<file path="src/rtl/photoswitch_sequencer.sv">
// Set/reset pulse sequencer for one photonic switch: arbitrates two requesters,
// times the drive pulse and the following dead time in enable ticks.
module photoswitch_sequencer #(
  parameter int WIDTH      = 7,
  parameter int DEAD_TICKS = 24
) (
  input  logic             clk,
  input  logic             reset,
  input  logic             en,
  input  logic             req_set,
  input  logic             req_reset,
  input  logic [WIDTH-1:0] set_width,
  input  logic [WIDTH-1:0] reset_width,
  output logic             PWMset,
  output logic             PWMreset,
  output logic             ack_set,
  output logic             ack_reset,
  output logic             busy,
  output logic             switch_state,
  output logic [1:0]       dbg_state
);

  // Handshake: req_* is a level held until the matching one-cycle ack_*;
  // the requester drops req the cycle after ack. No grant is made in the ack
  // cycle, so a req still high one cycle after ack is a fresh request.

  typedef enum logic [1:0] {
    S_IDLE  = 2'd0,
    S_PULSE = 2'd1,
    S_DEAD  = 2'd2
  } state_t;

  localparam logic [WIDTH-1:0] CNT_ONE   = WIDTH'(1);
  localparam logic [WIDTH-1:0] DEAD_LOAD = WIDTH'(DEAD_TICKS);

  state_t           r_state;
  logic [WIDTH-1:0] r_cnt;
  logic             r_sel;
  logic             r_prio;
  logic             r_pwm_set;
  logic             r_pwm_reset;
  logic             r_ack_set;
  logic             r_ack_reset;
  logic             r_busy;
  logic             r_switch_state;

  logic             w_ack_any;
  logic             w_req_any;
  logic             w_pick_reset;
  logic [WIDTH-1:0] w_width;
  logic             w_width_zero;

  assign w_ack_any    = r_ack_set | r_ack_reset;
  assign w_req_any    = (req_set | req_reset) & ~w_ack_any;
  assign w_pick_reset = req_reset & (~req_set | r_prio);
  assign w_width      = w_pick_reset ? reset_width : set_width;
  assign w_width_zero = (w_width == '0);

  always_ff @(posedge clk or posedge reset) begin
    if (reset) begin
      r_state        <= S_IDLE;
      r_cnt          <= '0;
      r_sel          <= 1'b0;
      r_prio         <= 1'b0;
      r_pwm_set      <= 1'b0;
      r_pwm_reset    <= 1'b0;
      r_ack_set      <= 1'b0;
      r_ack_reset    <= 1'b0;
      r_busy         <= 1'b0;
      r_switch_state <= 1'b0;
    end else begin
      r_ack_set   <= 1'b0;
      r_ack_reset <= 1'b0;
      case (r_state)
        S_IDLE: begin
          if (w_req_any) begin
            r_sel <= w_pick_reset;
            r_cnt <= w_width;
            if (!w_width_zero) begin
              r_state     <= S_PULSE;
              r_busy      <= 1'b1;
              r_pwm_set   <= ~w_pick_reset;
              r_pwm_reset <= w_pick_reset;
            end else begin
              // Zero width completes at once: ack only, no drive, no dead time.
              r_ack_set   <= ~w_pick_reset;
              r_ack_reset <= w_pick_reset;
              r_prio      <= ~w_pick_reset;
            end
          end
        end
        S_PULSE: begin
          if (en) begin
            if (r_cnt > CNT_ONE) begin
              r_cnt <= r_cnt - CNT_ONE;
            end else begin
              r_pwm_set   <= 1'b0;
              r_pwm_reset <= 1'b0;
              r_cnt       <= DEAD_LOAD;
              r_state     <= S_DEAD;
            end
          end
        end
        S_DEAD: begin
          if (en) begin
            if (r_cnt > CNT_ONE) begin
              r_cnt <= r_cnt - CNT_ONE;
            end else begin
              r_state        <= S_IDLE;
              r_busy         <= 1'b0;
              r_ack_set      <= ~r_sel;
              r_ack_reset    <= r_sel;
              r_switch_state <= ~r_sel;
              r_prio         <= ~r_sel;
            end
          end
        end
        default: begin
          r_state     <= S_IDLE;
          r_busy      <= 1'b0;
          r_pwm_set   <= 1'b0;
          r_pwm_reset <= 1'b0;
        end
      endcase
    end
  end

  assign PWMset       = r_pwm_set;
  assign PWMreset     = r_pwm_reset;
  assign ack_set      = r_ack_set;
  assign ack_reset    = r_ack_reset;
  assign busy         = r_busy;
  assign switch_state = r_switch_state;
  assign dbg_state    = r_state;

endmodule

</file>
<file path="config.mk">
export PLATFORM = sky130hd
export DESIGN_NAME = photoswitch_sequencer
export DESIGN_NICKNAME = d
export VERILOG_FILES = /design/src/rtl/photoswitch_sequencer.sv
export SDC_FILE = /design/constraint.sdc
export NUM_CORES = 1
export LEC_CHECK = 0
export ABC_AREA = 1
export CORE_ASPECT_RATIO = 2
export CORE_MARGIN = 2
export CORE_UTILIZATION = 45
export CTS_BUF_LIST = sky130_fd_sc_hd__clkbuf_8
export DETAILED_ROUTE_END_ITERATION = 7
export DONT_BUFFER_PORTS = 1
export PLACE_DENSITY = 0.58
export SYNTH_ARGS = -nofsm -noshare
export SYNTH_HDL_FRONTEND = slang
export SYNTH_SLANG_ARGS = --single-unit
</file>
<file path="constraint.sdc">
create_clock -name clk -period 1.66 [get_ports clk]
set_input_delay 0.166 -clock clk [delete_from_list [all_inputs] [get_ports clk]]
set_output_delay 0.166 -clock clk [all_outputs]
set_load 0.02 [all_outputs]
</file>
======== Word level (Yosys, flattened, before mapping) ========
Index checks and enable logic that the tools add are counted.
cells by class
  mux-type cells .......................... 40
  $lt $le $gt $ge ......................... 1
  eq/ne operators ......................... 10
  add/subtract/negate cells ............... 1
  bitwise gates (word level) .............. 12
  reductions and logical operators ........ 11
operators with widths
  operator               count
  $mux W7                6
  $pmux W7 S3            1
  $mux W1                20
  $reduce_and A5 Y1      4
  $ne A2 B2 Y1 const B   8
  $mux W2                6
  $pmux W1 S3            3
  $gt A7 B1 Y1 const B   1
  $logic_not A7 Y1       1
  $not A1 Y1             7
  $sub A7 B1 Y7 const B  1
  $pmux W1 S2            3
  $pmux W2 S3            1
  $reduce_and A6 Y1      1
  $or A1 B1 Y1           3
  $reduce_and A3 Y1      1
  $reduce_bool A3 Y1     1
  $and A1 B1 Y1          2
  $eq A2 B1 Y1 const B   1
  $eq A2 B2 Y1 const B   1
  $logic_not A2 Y1       1
  $reduce_and A2 Y1      1
  $reduce_bool A2 Y1     1
word-level totals
  logic and storage cells ................. 85
  input port bits ......................... 19
  output and inout port bits .............. 8
  flip-flop bits (word level) ............. 17

======== Longest topological paths before layout ========
  word-level depth ........................ 8
  depth in mapped cells ................... 12
  depth with buffers taken out ............ 12

======== Least setup slack after synthesis ========
No wires, ideal clock.
  path type ............................... reg2reg
  start point ............................. register r_state[0] (netlist: dbg_state[0])
  end point ............................... register r_prio
  cell stages (with the launch flop) ...... 11
  setup time .............................. 116 ps
  setup slack ............................. -19 ps
  buffers on the path ..................... 0
  data required time ...................... 1,544 ps
  arrival ................................. 1,563 ps
  period minus slack after synthesis ...... 1,679 ps
  cells stage by stage .................... dfrtp_1 inv_1 ha_1 inv_1 nor2_1 inv_2 o21ai_0 a21oi_1 nand2_1 nand2_1 nand2_1
between the ends
  cells in the longest elaborated chain, start to end .. 3
  elaborated cells between the ends (all ways) .. 9
  those cells by class .................... eq/ne (5); mux (1); reduce/logical (3)
RTL lines
  element                                                              RTL line  source
  from (decl)                                                          36        state_t r_state;
  from (signal assigned)                                               61        r_state <= S_IDLE;
  from (signal assigned)                                               80        r_state <= S_PULSE;
  from (signal assigned)                                               100       r_state <= S_DEAD;
  $eq A2 B2 Y1 / $logic_not A2 Y1 (equally long branches)              74        case (r_state)
  $ne A2 B2 Y1 (no line) / $reduce_bool A2 Y1 (equally long branches)  -
  $reduce_and A5 Y1 (no line)                                          -
  to (signal assigned)                                                 88        r_prio <= ~w_pick_reset;
  to (signal assigned)                                                 114       r_prio <= ~r_sel;
  to (decl)                                                            39        logic r_prio;
Parallel ways exist; a longest one is shown, timed or not.
A chain may end at the register's enable or synchronous reset.

======== Worst setup path in the final report ========
  start point ............................. register r_cnt[4]
  end point ............................... register r_busy (netlist: busy)
between the ends
  cells in the longest elaborated chain, start to end .. 3
RTL lines
  element                      RTL line  source
  from (decl)                  37        logic [WIDTH-1:0] r_cnt;
  from (signal assigned)       78        r_cnt <= w_width;
  from (signal assigned)       95        r_cnt <= r_cnt - CNT_ONE;
  from (signal assigned)       107       r_cnt <= r_cnt - CNT_ONE;
  $gt A7 B1 Y1                 106       if (r_cnt > CNT_ONE) begin
  $ne A2 B2 Y1 (no line)       -
  $reduce_and A5 Y1 (no line)  -
  to (signal assigned)         81        r_busy <= 1'b1;
  to (signal assigned)         110       r_busy <= 1'b0;
  to (signal assigned)         120       r_busy <= 1'b0;
  to (decl)                    44        logic r_busy;
Every way passes these cells.

==> results.md <==
- 5.454 — number of vias per cell after detailed routing
- 1309 — DR vias
- 1350 um2 — summed instance area of the synthesized netlist
- 3.160 mW — total chip power
- nand2_1 — cell repeated most along the worst path
- 96.13% — period utilization
- 0.6804 ns — slew at the pin closest to its max-slew limit
- 29.52% — fraction of layout instances using a drive strength above 1
- 81.46 um — DIE HEIGHT
- 17 — #FFs+latches synth
- 192 — Synth Instances
- 0.25 ns — clock latency of the later-clocked register in the worst-skew pair
- 1304 — via count of the first global-routing pass
- 1426 um2 — post-place instance area
- 31.51% — sequential area share after synthesis
- true — setup repair after global routing missed its margin
- 3481 um2 — Die Outline Area
- 858.3 um2 — area of the multi-input gates
- 0 — Max Cap Viol
- clkbuf_8 — root buf cell
- 36 — number of DRC markers in iteration 0
- 2 — Longest Clk Path Bufs
- dfrtp_1 — post-synthesis cell type with the largest combined area
- 227 — Placed Cells
- input port to flop — type of the worst min-delay path
- 28 — standard-cell rows
- 14.70 um — post-detailed-route wirelength per cell
- 0 — Final Max Tran Viols
- 0 — DRC viols
- 1.590 mW — sw power
- inv_1 > nand2_1 > nor2_2 > nand4_1 > a21oi_1 > nand3_1 > nand2_1 > nand2_1 — cell chain of the critical path
- 948.9 uV — Worst VDD drop
- 0.07 ns — clock-pin transition on the worst setup and hold timing paths
- 4 — DR pass1 iterations
- finished clean — result of the run
- 1.75 ns — Arrival @ worst endpoint
- 0 — overflow left after global routing
- 7.031 um2 — post-synthesis area per instance
- 31.51% — Synth top area share
- 2686 um — HPWL Detailed
- 426.7 um2 — Seq. cell area
- 236 — number of nets in the layout
- 1.81 ns — required time at the endpoint of the critical path
- 0 — number of flops mapped to enable cells by yosys
- 1956 nW/um2 — Power Density
- dfrtp_1, nand2_1, inv_1 — synth top area cells
- 3529 um — Total Wirelength
- 0 — IO Port Bufs
- 1.596 ns — minimum clock period after layout
- flop — Worst setup EP type
- 217 — Post-Syn Nets
- 0 ns — accumulated negative setup slack
- flop — type of element launching the critical path
- 3 — number of CTS-inserted buffers
- 0 — final hold violations
- 295 — layout filler cell count
- 1615 um2 — design area
- 46.43% — starting density of the core
- 0.6266 GHz — fmax
- 1.571 mW — Pint
- 240 — non-filler cells in the finished layout
- 0.40 ns — crit-path max cell delay
- 29 — synth unique cells
- 2908 um2 — core area
- 0 — antenna violations before repair
- 0 — Yosys warnings
- 5 — Critical Path Fanout Max
- 0.002223 ns — Setup Skew
- flop to flop — Crit Path Class
- 50.30% — sw frac
- 65.3% — combinational share of power
- built — clock tree from TritonCTS
- 0 — post-detailed-route count of antenna-violating nets
- 0 — Antenna Diode Count
- dfrtp_1 — cell with the largest stage delay on the worst path
- 54.59% — headroom to the max-slew limit
- nand2_1 — most common cell in the netlist
- 5540 um — global-route wire length before repair
- 10.0% — clock share of power
- 0 — number of setup violations in the final report
- 1 — number of H-tree branching levels
- 21.10% — combined global-route utilization of all metal layers
- 18 — maximum number of pins on one net before global-route repair
- 42.73 um — die span in x
- 17 — Sink Count
- 0.8228 nW — Leak Pwr
- 19.65% — Area growth, synth to finish
- nand2_1, inv_1, nor2_1 — most numerous cell types in the synthesized netlist
- 100.0% — fraction of registers with async set/reset
- 24.7% — sequential group share of total power
- 55.55% — Core Util, Final
- 0.8777 — final weighted congestion in routability-driven placement
- dfrtp_1 — dominant register cell in the synthesized netlist
- 27 — I/O pin count
==> stage by stage <==
stage          hold slack (ns)  setup slack (ns)
3_5_place_dp            0.1904          -0.01404
5_1_grt                 0.2518          -0.05530
3_3_place_gp            0.1929           0.01569
6_report                0.2347           0.06421
4_1_cts                 0.2197         -0.009233
2_1_floorplan          0.09200          0.004359
==> state kept, by name, summed over array words and instances, names as in the netlist <==
signal	flops
r_cnt	7
dbg_state	2
PWMreset	1
PWMset	1
ack_reset	1
ack_set	1
busy	1
r_prio	1
r_sel	1
switch_state	1
==> area by class of cell <==
cell class	count	area share [%]
multi-input combinational	143	53.14
sequential	17	26.41
timing repair buffer	16	7.823
inverter	30	7.436
clock buffer	3	2.556
tap	30	2.324
clock inverter	1	0.3098
==> worst max-delay path, delay by kind of cell, from the launching register on <==
kind            cells  cell delay (ns)
buf+inv             1             0.11
compound gates      1             0.26
simple gates        6             0.72
flops               1             0.40
==> layer usage <==
layer	wire, um	share of wire [%]	global-route usage (%)
met5	0	0	0
met4	156	4.4	14.06
met3	112	3.2	3.516
met2	1946	55	39.85
met1	1314	37	19.92
==> path summary, 6_finish.rpt <==
path / startpoint / endpoint / slack, ns / cells past startpoint
setup / recovery: r_cnt[4]$_DFFE_PP0P_ / busy$_DFFE_PP0P_ / 0.06 / 8
hold / removal: req_reset / PWMreset$_DFFE_PP0P_ / 0.23 / 4
setup reg to reg: r_cnt[4]$_DFFE_PP0P_ / busy$_DFFE_PP0P_ / 0.06 / 8
hold reg to reg: r_cnt[1]$_DFFE_PP0P_ / r_cnt[1]$_DFFE_PP0P_ / 0.52 / 2
max in group asynchronous: reset / dbg_state[0]$_DFFE_PP0P_ / 0.73 / 2
min in group asynchronous: reset / r_cnt[1]$_DFFE_PP0P_ / 0.46 / 2
==> logic make-up (layout without fill, tap and decap cells) <==
family	Yosys count	count (layout)	synth area share, %
AND/OR/NAND/NOR	110	110	41.89
flip-flops	17	17	31.51
buffers and inverters	32	50	9.452
AO/OA/AOI/OAI	24	24	9.640
XOR/XNOR	3	3	1.947
adder cells (fa/ha/maj)	6	6	5.561
==> power by group through the flow <==
| stage | registers (mW) | clock network (mW) | logic [mW] |
|---|---|---|---|
| global placement | 0.765 | 0 | 1.68 |
| detailed placement | 0.771 | 0 | 1.70 |
| CTS | 0.764 | 0.320 | 1.72 |
| finish | 0.781 | 0.315 | 2.06 |
| floorplan | 0.773 | 0 | 1.27 |
| global route | 0.802 | 0.334 | 2.30 |
==> placed cells by master (no fill, tap or decap), drive strengths merged, types with 2 or more instances in the layout <==
| master | instances |
|---|---|
| nor2 | 26 |
| nand3b | 5 |
| inv | 30 |
| ha | 6 |
| buf | 15 |
| a21oi | 8 |
| dfrtp | 17 |
| nand4 | 6 |
| nand2 | 59 |
| clkbuf | 3 |
| o21ai | 13 |
| xor2 | 2 |
| nor3 | 2 |
| nand3 | 12 |
==> timing repair <==
action,4_1_cts,5_1_grt
buffers inserted,0,8
gates resized for setup,1,26
hold buffers,1,0
pin swaps,0,3
endpoints found under the hold margin,17,0
setup endpoints to repair,1,9
Note: power is estimated with default switching activity, not from simulation.
